## src/rtl/interrupt_controller_pkg.sv

```systemverilog
// Shared definitions for the interrupt controller: register map,
// CTRL/STATUS bit positions and FSM state encodings.
package interrupt_controller_pkg;

    // Register addresses
    localparam logic [1:0] ADDR_PENDING = 2'd0;
    localparam logic [1:0] ADDR_ENABLE  = 2'd1;
    localparam logic [1:0] ADDR_CTRL    = 2'd2;
    localparam logic [1:0] ADDR_STATUS  = 2'd3;

    // CTRL bit positions
    localparam int CTRL_GEN_EN_BIT = 0;

    // STATUS bit positions (vector occupies bits 2:0)
    localparam int STATUS_INSVC_BIT = 7;
    localparam int STATUS_IRQ_BIT   = 6;

    // Request FSM states
    typedef enum logic [1:0] {
        ST_IDLE    = 2'd0,
        ST_REQUEST = 2'd1,
        ST_SERVICE = 2'd2
    } irq_state_t;

endpackage

```

## src/rtl/irq_prio_enc.sv

```systemverilog
// Fixed-priority encoder: reports the lowest set index of req.
module irq_prio_enc #(
    parameter int N = 4
) (
    input  logic [N-1:0] req,
    output logic [2:0]   idx,
    output logic         valid
);

    // Scan from the top down so the lowest set index is the last one written
    always_comb begin
        idx   = 3'd0;
        valid = 1'b0;
        for (int i = N - 1; i >= 0; i--) begin
            idx   = req[i] ? 3'(i) : idx;
            valid = valid | req[i];
        end
    end

endmodule

```

## src/rtl/interrupt_controller.sv

```systemverilog
// Interrupt controller: rising-edge capture into PENDING, ENABLE/CTRL
// registers, and an IDLE/REQUEST/SERVICE handshake FSM without nesting.
module interrupt_controller
    import interrupt_controller_pkg::*;
#(
    parameter int NUM_SRC = 4
) (
    input  logic               clk,
    input  logic               reset,
    input  logic [NUM_SRC-1:0] irq_src,
    input  logic [1:0]         reg_addr,
    input  logic               reg_write,
    input  logic [7:0]         reg_wdata,
    output logic [7:0]         reg_rdata,
    output logic               irq,
    output logic [2:0]         irq_vector,
    input  logic               irq_ack,
    input  logic               irq_done
);

    localparam logic [NUM_SRC-1:0] ZERO_MASK = {NUM_SRC{1'b0}};
    localparam logic [NUM_SRC-1:0] ONE_MASK  = NUM_SRC'(1'b1);

    logic [NUM_SRC-1:0] src_prev_r;
    logic [NUM_SRC-1:0] pending_r;
    logic [NUM_SRC-1:0] enable_r;
    logic               gen_en_r;
    irq_state_t         state_r;
    irq_state_t         state_next_s;
    logic [2:0]         vector_r;
    logic [2:0]         vector_next_s;
    logic               irq_r;

    logic [NUM_SRC-1:0] edge_s;
    logic [NUM_SRC-1:0] w1c_s;
    logic [NUM_SRC-1:0] ack_clr_s;
    logic [NUM_SRC-1:0] vec_mask_s;
    logic [NUM_SRC-1:0] active_s;
    logic [2:0]         prio_idx_s;
    logic               prio_valid_s;
    logic               ack_take_s;
    logic               unused_wdata_s;

    assign unused_wdata_s = ^reg_wdata;

    assign edge_s     = irq_src & ~src_prev_r;
    assign active_s   = pending_r & enable_r;
    assign vec_mask_s = ONE_MASK << vector_r;
    assign ack_clr_s  = ack_take_s ? vec_mask_s : ZERO_MASK;

    assign irq        = irq_r;
    assign irq_vector = vector_r;

    irq_prio_enc #(.N(NUM_SRC)) u_prio_enc (
        .req   (active_s),
        .idx   (prio_idx_s),
        .valid (prio_valid_s)
    );

    // Write-1-to-clear mask from a PENDING register write
    always_comb begin
        w1c_s = ZERO_MASK;
        if (reg_write && (reg_addr == ADDR_PENDING)) begin
            w1c_s = reg_wdata[NUM_SRC-1:0];
        end else begin
            w1c_s = ZERO_MASK;
        end
    end

    // Edge history and pending capture; a new edge beats a same-cycle clear
    always_ff @(posedge clk or negedge reset) begin
        if (!reset) begin
            src_prev_r <= ZERO_MASK;
            pending_r  <= ZERO_MASK;
        end else begin
            src_prev_r <= irq_src;
            pending_r  <= (pending_r & ~(w1c_s | ack_clr_s)) | edge_s;
        end
    end

    // ENABLE and CTRL registers; unimplemented bits are simply not stored
    always_ff @(posedge clk or negedge reset) begin
        if (!reset) begin
            enable_r <= ZERO_MASK;
            gen_en_r <= 1'b0;
        end else if (reg_write && (reg_addr == ADDR_ENABLE)) begin
            enable_r <= reg_wdata[NUM_SRC-1:0];
        end else if (reg_write && (reg_addr == ADDR_CTRL)) begin
            gen_en_r <= reg_wdata[CTRL_GEN_EN_BIT];
        end
    end

    // FSM next state: request lowest pending source, withdraw if it goes away
    always_comb begin
        state_next_s  = state_r;
        vector_next_s = vector_r;
        ack_take_s    = 1'b0;
        case (state_r)
            ST_IDLE: begin
                if (gen_en_r && prio_valid_s) begin
                    state_next_s  = ST_REQUEST;
                    vector_next_s = prio_idx_s;
                end else begin
                    state_next_s  = ST_IDLE;
                end
            end
            ST_REQUEST: begin
                if (irq_ack) begin
                    ack_take_s   = 1'b1;
                    state_next_s = ST_SERVICE;
                end else if (!gen_en_r ||
                             ((pending_r & vec_mask_s) == ZERO_MASK) ||
                             ((enable_r & vec_mask_s) == ZERO_MASK)) begin
                    state_next_s = ST_IDLE;
                end else begin
                    state_next_s = ST_REQUEST;
                end
            end
            ST_SERVICE: begin
                if (irq_done) begin
                    state_next_s = ST_IDLE;
                end else begin
                    state_next_s = ST_SERVICE;
                end
            end
            default: begin
                state_next_s = ST_IDLE;
            end
        endcase
    end

    // FSM state, latched vector and registered irq (high exactly in REQUEST)
    always_ff @(posedge clk or negedge reset) begin
        if (!reset) begin
            state_r  <= ST_IDLE;
            vector_r <= 3'd0;
            irq_r    <= 1'b0;
        end else begin
            state_r  <= state_next_s;
            vector_r <= vector_next_s;
            irq_r    <= (state_next_s == ST_REQUEST);
        end
    end

    // Register read mux; unimplemented bits read as zero
    always_comb begin
        reg_rdata = 8'h00;
        case (reg_addr)
            ADDR_PENDING: reg_rdata[NUM_SRC-1:0] = pending_r;
            ADDR_ENABLE:  reg_rdata[NUM_SRC-1:0] = enable_r;
            ADDR_CTRL:    reg_rdata[CTRL_GEN_EN_BIT] = gen_en_r;
            ADDR_STATUS: begin
                reg_rdata[STATUS_INSVC_BIT] = (state_r == ST_SERVICE);
                reg_rdata[STATUS_IRQ_BIT]   = irq_r;
                reg_rdata[2:0]              = vector_r;
            end
            default: reg_rdata = 8'h00;
        endcase
    end

endmodule
```

## config.mk

```make
export PLATFORM = sky130hd
export DESIGN_NAME = interrupt_controller
export DESIGN_NICKNAME = d
export VERILOG_FILES = /design/src/rtl/interrupt_controller_pkg.sv /design/src/rtl/irq_prio_enc.sv /design/src/rtl/interrupt_controller.sv
export SDC_FILE = /design/constraint.sdc
export NUM_CORES = 1
export LEC_CHECK = 0
export CAP_MARGIN = 10
export CORE_MARGIN = 3
export CORE_UTILIZATION = 48
export CTS_CLUSTER_SIZE = 28
export DETAILED_ROUTE_END_ITERATION = 6
export GPL_TIMING_DRIVEN = 0
export MAX_ROUTING_LAYER = met4
export PLACE_DENSITY = 0.83
export SETUP_SLACK_MARGIN = 0.02
export SYNTH_ARGS = -nofsm -noshare
export SYNTH_HDL_FRONTEND = slang
export SYNTH_HIERARCHICAL = 1
export SYNTH_SLANG_ARGS = --single-unit
export TNS_END_PERCENT = 50
```

## constraint.sdc

```tcl
create_clock -name clk -period 3.8 [get_ports clk]
set_input_delay 0.76 -clock clk [delete_from_list [all_inputs] [get_ports clk]]
set_output_delay 0.76 -clock clk [all_outputs]
set_load 0.02 [all_outputs]
```

==> results of run 1 <==
-- metrics by stage --
step           std cells  total power (W)
2_1_floorplan         87        0.0004783
3_3_place_gp         136        0.0005876
3_5_place_dp         136        0.0006008
4_1_cts              140        0.0007004
5_1_grt              140        0.0007426
6_report             140        0.0006910
-- cell usage after synthesis --
master	number	area [um^2]
a21oi_2	1	8.760
a32o_1	4	40.04
a41o_1	2	20.02
and2_1	4	25.02
and3_1	1	6.260
and4bb_1	1	12.51
and4bb_2	1	12.51
buf_2	1	5.000
buf_4	3	22.52
clkbuf_1	1	3.750
conb_1	2	7.510
dfrtp_1	19	475.5
inv_1	6	22.52
mux2_2	8	90.09
mux2i_1	3	30.03
mux4_2	2	45.04
nand2_1	6	22.52
nand2b_1	2	12.51
nand3_1	4	20.02
nand3b_1	4	30.03
nor2_1	4	15.01
nor3_1	1	5.000
nor3b_1	2	15.01
o21ai_0	3	15.01
or3b_1	1	8.760
-- critical path, stage by stage --
cell             delay [ns]
clkdlybuf4s50_1        0.48
buf_2                  0.25
mux4_2                 0.52
clkdlybuf4s50_1        0.55
-- logic make-up (layout without fill, tap and decap cells) --
kind of cell,Yosys count,after routing,synth area share [%]
AO/OA/AOI/OAI,10,10,8.634
other,2,3,0.7735
multiplexers,13,13,17.01
AND/OR/NAND/NOR,31,31,19.07
buffers and inverters,11,39,5.540
flip-flops,19,19,48.97
-- metal layers --
metal | GRT usage, % | wire length (um)
met1 | 20.00 | 767
met3 | 2.915 | 138
met4 | 5.381 | 12
met5 | - | 0
met2 | 34.55 | 1079
-- final cells by class --
class	instances	area share (%)
flip-flops and latches	19	37.36
multi-input cells	57	35.00
repair buffers	24	18.88
plain buffers	5	2.458
well taps	25	2.458
clock buffers	4	2.065
inverters	6	1.770
-- flip-flops by register name, summed over array words and instances (netlist names) --
signal and flops:
src_prev_r 4, enable_r 4, irq_vector 3, gen_en_r 1
pending_r 4, irq 1, state_r 2
-- worst max path at each step --
| stage | to | from |
|---|---|---|
| after floorplan | reg_rdata[0] | reg_addr[0] |
| after global placement | reg_rdata[0] | reg_addr[0] |
| after detailed placement | reg_rdata[0] | reg_addr[0] |
| after CTS | reg_rdata[0] | reg_addr[0] |
| after global routing | reg_rdata[0] | reg_addr[0] |
| final | reg_rdata[0] | reg_addr[0] |
-- power by group --
part	switching [W]	internal (W)	leakage, nW
Combinational	0.000129	0.000161	0.301
Clock	0.0000552	0.0000407	0.0150
Sequential	0.0000529	0.000253	0.222
==> flow_metrics.env, run 1 <==
export IMPL_syn2layout_area_growth_pct=31.06
export IMPL_clock_fmax_mhz=301.2
export IMPL_drt_initial_drc_count=22
export IMPL_synth_seq_cells=19
export IMPL_postCtsHoldBufs=0
export IMPL_start_util_pct=53.33
export IMPL_crit_path_end_kind="output pin"
export IMPL_clock_skew_ns=0.001581
export IMPL_dieArea_um2=2598
export IMPL_cap_violations=0
export IMPL_p_leak_nw=0.5381
export IMPL_crit_type="input port to output pin"
export IMPL_final_cell_mix="clkdlybuf4s50_1 (24), dfrtp_1 (19), mux2_2 (8)"
export IMPL_power_density_nw_per_um2=543.1
export IMPL_relSlewSlack_pct=43.55
export IMPL_cp_arrival_ns=2.56
export IMPL_num_rows=15
export IMPL_pin_count=31
export IMPL_hold_end="enable_r[3]"
export IMPL_ant_nets=0
export IMPL_finalSetupViolCount=0
export IMPL_rr_worst_depth=5
export IMPL_chipHeight_um=50.98
export IMPL_hold_violations=0
export IMPL_worst_pin_slew_ns=0.8441
export IMPL_clock_latency_ns=0.28
export IMPL_diodes=0
export IMPL_regArea_um2=475.5
export IMPL_period_needed_ns=3.320
export IMPL_netlist_area_um2=970.9
export IMPL_clk_pin_slew_worst_paths_ns=0.10
export IMPL_drc=0
export IMPL_vias=760
export IMPL_hp_class="register to register"
export IMPL_path_max_fanout=10
export IMPL_r2r_start="enable_r[0]"
export IMPL_cts_buffers=3
export IMPL_root_buffer="clkbuf_4"
export IMPL_cts_path_max_buffers=2
export IMPL_tritoncts="built"
export IMPL_grt_max_degree=20
export IMPL_fin_util_pct=69.90
export IMPL_r2r_slack_ns=2.29
export IMPL_firstDrtPassIters=4
export IMPL_fillers=145
export IMPL_wl_per_cell_um=14.26
export IMPL_dp_hpwl_um=1556
export IMPL_postCtsResizedCells=0
export IMPL_pre_cts_slack_ns=0.4783
export IMPL_synth_distinct_cells=25
export IMPL_vias_per_cell=5.429
export IMPL_slew_violations=0
export IMPL_synth_seq_area_share_pct=48.97
export IMPL_coreArea_um2=1821
export IMPL_vdd_drop_max_uv=382.7
export IMPL_synth_warnings=6
export IMPL_final_common_cell="clkdlybuf4s50_1"
export IMPL_rsz0062_at_grt="no"
export IMPL_avgSynthCellArea_um2=11.29
export IMPL_cp_start_kind="input port"
export IMPL_outcome="complete, no violations"
export IMPL_grt_usage_pct=18.50
export IMPL_multi_input_area_um2=445.4
export IMPL_crit_required_ns=3.04
export IMPL_cts_htree_levels=1
export IMPL_gp_congestion=0.8422
export IMPL_whs_ns=0.5321
export IMPL_port_buffers=24
export IMPL_post_cts_buffers=0
export IMPL_placed_cell_area_um2=1246
export IMPL_worstHoldPathCells=1
export IMPL_final_layout_size_suffix_gt1_share_pct=16.52
export IMPL_fin_nets=135
export IMPL_wirelength_um=1997
export IMPL_design_area_um2=1272
export IMPL_gr_total_overflow=0
export IMPL_clock_sinks=19
export IMPL_fin_ws_ns=0.4800
export IMPL_r2r_end="irq_vector[0]"
export IMPL_period_share_pct=87.37
export IMPL_die_w_um=50.98
export IMPL_hold_path_startpoint="enable_r[3]"
export IMPL_grt_antenna_before_repair=0
export IMPL_synthCells=86
export IMPL_finalSetupTns_ns=0
export IMPL_grt_pass1_vias=817
export IMPL_grt_first_pass_wirelength_um=3560
Power figures use the tool's default switching activity.
==> run 2: changes to the inputs <==
ABC_CLOCK_PERIOD_IN_PS = 3800   (was unset)
CAP_MARGIN = unset   (was 10)
==> results of run 2 <==
Final layout, timing and power as in run 1 (identical DEF).
